==> src/rtl/instr_encoder.sv <==
// Instruction encoder/loader: packs symbolic fields into 9-bit words, buffers them in a FIFO
// and writes them to instruction memory. Optional Csum output under INSTR_ENCODER_CSUM_EN.
module instr_encoder #(
  parameter int DEPTH = 4,
  parameter int AW    = 8
) (
  input  logic          i_clk,
  input  logic          i_reset_n,
  input  logic          i_start,
  input  logic [AW-1:0] i_base_addr,
  input  logic          i_in_valid,
  output logic          o_in_ready,
  input  logic [1:0]    i_in_type,
  input  logic [2:0]    i_in_op,
  input  logic [6:0]    i_in_operand,
  input  logic          i_in_last,
  output logic          o_wr_en,
  output logic [AW-1:0] o_wr_addr,
  output logic [8:0]    o_wr_data,
  output logic          o_busy,
  output logic          o_done,
  output logic          o_err,
  output logic [AW:0]   o_count
`ifdef INSTR_ENCODER_CSUM_EN
  ,
  output logic [8:0]    o_csum
`endif
);

  localparam int PW = $clog2(DEPTH);

  typedef enum logic [1:0] {
    S_IDLE  = 2'd0,
    S_LOAD  = 2'd1,
    S_DRAIN = 2'd2,
    S_ERROR = 2'd3
  } state_t;

  state_t        r_state;
  state_t        w_state_nxt;
  logic [8:0]    r_mem [DEPTH];
  logic [PW-1:0] r_rd_ptr;
  logic [PW-1:0] r_wr_ptr;
  logic [PW:0]   r_fill;
  logic [AW-1:0] r_wr_addr;
  logic [AW:0]   r_acc_addr;
  logic [AW:0]   r_count;

  logic          w_empty;
  logic          w_full;
  logic          w_in_ready;
  logic          w_accept;
  logic          w_legal;
  logic          w_push;
  logic          w_pop;
  logic          w_flush;
  logic          w_session;
  logic          w_wr_en;
  logic [8:0]    w_word;

  function automatic logic [8:0] encode(input logic [1:0] t, input logic [2:0] op,
                                        input logic [6:0] opd);
    case (t)
      2'd0:       encode = {t, opd};
      2'd1, 2'd3: encode = {t, op[1:0], opd[4:0]};
      2'd2:       encode = {t, op, opd[3:0]};
      default:    encode = 9'd0;
    endcase
  endfunction

  function automatic logic fields_ok(input logic [1:0] t, input logic [2:0] op,
                                     input logic [6:0] opd);
    case (t)
      2'd1, 2'd3: fields_ok = !op[2] && (opd <= 7'd31);
      2'd2:       fields_ok = (opd <= 7'd15);
      default:    fields_ok = 1'b1;
    endcase
  endfunction

  // Handshake, legality, FIFO control and next-state decode.
  always_comb begin
    w_state_nxt = r_state;
    w_empty     = (r_fill == {(PW+1){1'b0}});
    w_full      = (r_fill == (PW+1)'(DEPTH));
    w_in_ready  = (r_state == S_LOAD) && !w_full;
    w_accept    = i_in_valid && w_in_ready;
    // The address check covers the word being accepted, so it uses the next-accept address.
    w_legal     = fields_ok(i_in_type, i_in_op, i_in_operand) && !r_acc_addr[AW];
    w_word      = encode(i_in_type, i_in_op, i_in_operand);
    w_wr_en     = ((r_state == S_LOAD) || (r_state == S_DRAIN)) && !w_empty;
    w_session   = i_start && ((r_state == S_IDLE) || (r_state == S_ERROR));
    w_push      = w_accept && w_legal;
    w_pop       = w_wr_en;
    w_flush     = (w_accept && !w_legal) || w_session;
    case (r_state)
      S_IDLE: begin
        if (w_session) w_state_nxt = S_LOAD;
        else           w_state_nxt = S_IDLE;
      end
      S_LOAD: begin
        if (w_accept && !w_legal)        w_state_nxt = S_ERROR;
        else if (w_accept && i_in_last)  w_state_nxt = S_DRAIN;
        else                             w_state_nxt = S_LOAD;
      end
      S_DRAIN: begin
        if (w_empty) w_state_nxt = S_IDLE;
        else         w_state_nxt = S_DRAIN;
      end
      S_ERROR: begin
        if (w_session) w_state_nxt = S_LOAD;
        else           w_state_nxt = S_ERROR;
      end
      default: w_state_nxt = S_IDLE;
    endcase
  end

  // State register.
  always_ff @(posedge i_clk) begin
    if (!i_reset_n) r_state <= S_IDLE;
    else            r_state <= w_state_nxt;
  end

  // FIFO pointers and occupancy.
  always_ff @(posedge i_clk) begin
    if (!i_reset_n || w_flush) begin
      r_rd_ptr <= {PW{1'b0}};
      r_wr_ptr <= {PW{1'b0}};
      r_fill   <= {(PW+1){1'b0}};
    end else begin
      if (w_push) r_wr_ptr <= r_wr_ptr + PW'(1);
      if (w_pop)  r_rd_ptr <= r_rd_ptr + PW'(1);
      case ({w_push, w_pop})
        2'b10:   r_fill <= r_fill + (PW+1)'(1);
        2'b01:   r_fill <= r_fill - (PW+1)'(1);
        default: r_fill <= r_fill;
      endcase
    end
  end

  // FIFO storage; contents are only observed through the occupancy-gated head.
  always_ff @(posedge i_clk) begin
    if (w_push) r_mem[r_wr_ptr] <= w_word;
  end

  // Write address, next-accept address and written-word count.
  always_ff @(posedge i_clk) begin
    if (!i_reset_n) begin
      r_wr_addr  <= {AW{1'b0}};
      r_acc_addr <= {(AW+1){1'b0}};
      r_count    <= {(AW+1){1'b0}};
    end else if (w_session) begin
      r_wr_addr  <= i_base_addr;
      r_acc_addr <= {1'b0, i_base_addr};
      r_count    <= {(AW+1){1'b0}};
    end else begin
      if (w_pop) begin
        r_wr_addr <= r_wr_addr + AW'(1);
        r_count   <= r_count + (AW+1)'(1);
      end
      if (w_push) r_acc_addr <= r_acc_addr + (AW+1)'(1);
    end
  end

`ifdef INSTR_ENCODER_CSUM_EN
  logic [8:0] r_csum;

  // Running XOR of every word written this session.
  always_ff @(posedge i_clk) begin
    if (!i_reset_n || w_session) r_csum <= 9'd0;
    else if (w_pop)              r_csum <= r_csum ^ r_mem[r_rd_ptr];
    else                         r_csum <= r_csum;
  end

  assign o_csum = r_csum;
`endif

  assign o_in_ready = w_in_ready;
  assign o_wr_en    = w_wr_en;
  assign o_wr_addr  = r_wr_addr;
  assign o_wr_data  = w_wr_en ? r_mem[r_rd_ptr] : 9'd0;
  assign o_busy     = (r_state == S_LOAD) || (r_state == S_DRAIN);
  assign o_done     = (r_state == S_DRAIN) && w_empty;
  assign o_err      = (r_state == S_ERROR);
  assign o_count    = r_count;

endmodule

==> config.mk <==
export PLATFORM = sky130hd
export DESIGN_NAME = instr_encoder
export DESIGN_NICKNAME = d
export VERILOG_FILES = /design/src/rtl/instr_encoder.sv
export SDC_FILE = /design/constraint.sdc
export NUM_CORES = 1
export LEC_CHECK = 0
export CAP_MARGIN = 20
export CORE_MARGIN = 2
export CORE_UTILIZATION = 47
export DETAILED_ROUTE_END_ITERATION = 12
export HOLD_SLACK_MARGIN = 0.05
export PLACE_DENSITY = 0.75
export SYNTH_ARGS = -nofsm -noshare
export SYNTH_HDL_FRONTEND = slang
export SYNTH_SLANG_ARGS = --single-unit
==> constraint.sdc <==
create_clock -name i_clk -period 2.1 [get_ports i_clk]
set_clock_uncertainty 0.05 [all_clocks]
set_input_delay 0.21 -clock i_clk [delete_from_list [all_inputs] [get_ports i_clk]]
set_output_delay 0.21 -clock i_clk [all_outputs]
set_load 0.1 [all_outputs]
==> flow_summary_export.csv, run 1 <==
group,metric,value,unit
outcome,status,"complete, no violations",
route,ant_nets,0,
logic_synthesis,synth_nets,315,
route,wl_per_cell,15.6,microns
setup_path,crit_path_end_kind,"primary output",
flow_run,cap_viol_max_count,0,
clocking,cts_tree,"yes",
route,wl_met3,242,microns
clocking,worstSkewPairLatency,0.34,ns
global_routing,grt_overflow,0,
route,met1Wirelength,2950,microns
sta,hold_viol_final,0,
global_routing,grt_pass1_vias,2271,
logic_synthesis,syn_inst,277,
logic_synthesis,synth-main-ff-cell,"dfxtp_1",
worst_hold_path,hold_class,"primary input to register",
logic_synthesis,synthTopCellsByArea,"edfxtp_1, dfxtp_1, mux4_2, xor2_1, ha_1",
logic_synthesis,netlist.top_cell.by_area,"edfxtp_1",
route,first_pass_iters,4,
logic_synthesis,ys_seq_elements,73,
setup_path,path_max_fanout,23,
setup_path,critPathLaunch,"r_fill[2]$_SDFFE_PP0P_",
setup_path,reg2reg_depth,11,
logic_synthesis,synth-edff-count,36,
logic_synthesis,avgSynthCellArea,11.8,sq um
sta,slew_viol_final,0,
die,die_w,87.4,microns
die,num_rows,30,
sta,max_freq,491,MHz
route,vias,2352,
logic_synthesis,yosys.cell_count.top_type,"dfxtp_1",
global_routing,grt_antenna_before_repair,0,
route,drt_iter0_drc,105,
setup_path,ff2ff_setup_slack,0.08,ns
clocking,path_clk_slew,0.08,ns
die,die_area,7640,sq um
die,initial_utilization,0.484,
placement,io_buffers,55,
setup_path,r2r-end,"r_fill[2]$_SDFFE_PP0P_",
sta,setup_violations,0,
logic_synthesis,synth_cell_types,39,
logic_synthesis,synthTopCellsByCount,"dfxtp_1, edfxtp_1, nor2_1",
logic_synthesis,async_reset_ff_frac,0,
logic_synthesis,syn_area,3270,sq um
setup_path,cp.required,1.84,ns
route,drc,0,
placement,gp_congestion,0.775,
setup_path,cp.arrival,1.78,ns
clocking,cts.sinks,73,
setup_path,path_class,"register to primary output",
sta,max-slew-margin-rel,0.681,
route,routed.top_layer,"met4",
placement,dp_slack,-0.504,ns
setup_path,reg2reg_from,"r_state[0]$_SDFF_PN0_",
global_routing,grt_max_degree,24,
power_and_ir_drop,power.leakage,0.00168,uW
sta,setup_ws,0.0649,ns
logic_synthesis,synth_top_area_share,0.331,
setup_path,start_kind,"register",
clocking,cts_hold_buf,0,
layout,fin_util,0.668,
route,finalWirelength,6850,microns
global_routing,gr-usage-all-layers,0.180,
global_routing,grt_first_pass_wirelength,10500,microns
route,wl_met2,3600,microns
layout,antennaDiodeCount,0,
route,vias_per_cell,5.36,
layout,layout.nets,392,
layout,area_delta_synth_final,38.1,%
clocking,clockBufferDepth,2,
sta,tightest_slew,0.477,ns
clocking,htreeDepth,3,
clocking,cts_buffers,9,
placement,hpwl,4570,microns
setup_path,worstSetupEndpoint,"o_wr_data[2]",
layout,drive_gt1_frac,0.331,
clocking,clockRootBuffer,"clkbuf_8",
sta,min_period,2.04,ns
sta,finalCritPeriodShare,0.969,
power_and_ir_drop,powerDensity,696,nW/um^2
die,coreArea,6760,sq um
power_and_ir_drop,vdd_drop_max,473,uV
logic_synthesis,ys_seq_area_frac,0.557,
die,die_h,87.4,microns
logic_synthesis,yosysWarnings,0,
die,io_pins,56,
kinds of logic (layout without fill, tap and decap cells):
group	count (synthesis)	after routing	synth area share
buffers and inverters	21	103	0.0287
multiplexers	12	12	0.0716
AO/OA/AOI/OAI	40	40	0.0727
flip-flops	73	73	0.557
adder cells (fa/ha/maj)	13	13	0.0520
AND/OR/NAND/NOR	91	91	0.145
XOR/XNOR	27	27	0.0723
critical path, cell delays in order, from the launching register on:
cell and delay, ns:
dfxtp_4 0.37, or3_4 0.40, nand2_4 0.10, inv_4 0.05
buf_12 0.15, and2_2 0.20, buf_12 0.16
cell usage in the layout (no fill, tap or decap), types with 2 or more instances in the layout:
| cell | n |
|---|---|
| nand3_1 | 10 |
| clkbuf_8 | 9 |
| nor2b_1 | 2 |
| dfxtp_1 | 32 |
| clkdlybuf4s50_1 | 19 |
| nand2_1 | 16 |
| ha_4 | 3 |
| a21oi_1 | 17 |
| o21ai_0 | 10 |
| ha_1 | 9 |
| inv_2 | 4 |
| clkinv_2 | 2 |
| nand4_1 | 8 |
| inv_1 | 5 |
| and3_1 | 9 |
| buf_12 | 18 |
| or3_4 | 3 |
| nand2b_1 | 2 |
| a31oi_1 | 2 |
| xnor2_1 | 6 |
| xor2_1 | 21 |
| nor2_1 | 20 |
| dfxtp_2 | 4 |
| mux4_2 | 9 |
| a21oi_2 | 2 |
| nor2_2 | 3 |
| and2_2 | 9 |
| dlygate4sd2_1 | 3 |
| mux2i_1 | 2 |
| buf_4 | 33 |
| edfxtp_1 | 36 |
metrics by stage:
step                instances  hold slack [ns]  setup TNS, ns  cell area (sq um)  power (uW)
finish                    439            0.270              0               4520        3140
global route              439            0.247        -0.0129               4520        3270
CTS                       436            0.304              0               4410        3150
detailed placement        419            0.440          -7.45               4190        2090
global placement          419            0.432          -7.05               4190        2080
floorplan                 277            0.254         -0.337               3350        1920
final cells by class:
class,count,area (sq um)
Timing Repair Buffer,77,887
Sequential cell,73,1830
Tap cell,80,100
Clock buffer,9,124
Fill cell,507,2240
Clock inverter,7,68.8
Multi-Input combinational cell,183,1470
Inverter,10,40.0
report_power, final:
group	internal [uW]	leakage (uW)	switching, uW	total, uW
sequential	1530	0.000629	40.3	1570
combinational	185	0.000951	311	496
clock	546	0.0000970	527	1070
state kept, by name (all words and copies together), names as in the netlist, named ones only:
| register | flops |
|---|---|
| o_count | 9 |
| o_wr_addr | 8 |
| r_acc_addr | 9 |
| r_fill | 3 |
| r_mem | 36 |
| r_rd_ptr | 2 |
| r_state | 2 |
| r_wr_ptr | 2 |
per-layer routing:
metal / vias up / track usage
li1: 1144 / -
met2: 48 / 0.304
met1: 1153 / 0.224
met4: 0 / 0.0755
met3: 7 / 0.0370
met5: - / 0
how the worst min path moves through the flow:
stage | start | to | slack, ns | cells after the start
finish | i_in_type[0] | r_mem[1][7]$_DFFE_PP_ | 0.27 | 2
global route | i_in_type[0] | r_mem[1][7]$_DFFE_PP_ | 0.25 | 2
global placement | r_wr_ptr[1]$_SDFFE_PP0P_ | r_wr_ptr[1]$_SDFFE_PP0P_ | 0.43 | 2
detailed placement | r_wr_ptr[1]$_SDFFE_PP0P_ | r_wr_ptr[1]$_SDFFE_PP0P_ | 0.44 | 2
CTS | i_in_operand[4] | r_mem[2][4]$_DFFE_PP_ | 0.30 | 2
floorplan | i_in_last | r_state[0]$_SDFF_PN0_ | 0.25 | 1
what timing repair did:
item	CTS	global route
pin swaps	9	9
endpoints found under the setup margin	11	11
gates resized for setup	11	18
gates cloned	0	1
setup buffers	1	2
Note: power is estimated with default switching activity, not from simulation.
==> run 2, diff against run 1 <==
--- a/config.mk
+++ b/config.mk
@@ -11,6 +11,7 @@
 export DETAILED_ROUTE_END_ITERATION = 12
 export HOLD_SLACK_MARGIN = 0.05
 export PLACE_DENSITY = 0.75
+export SLEW_MARGIN = 10
 export SYNTH_ARGS = -nofsm -noshare
 export SYNTH_HDL_FRONTEND = slang
 export SYNTH_SLANG_ARGS = --single-unit
==> results of run 2 <==
Same layout as run 1: the final DEF is identical, and so are final timing and power.
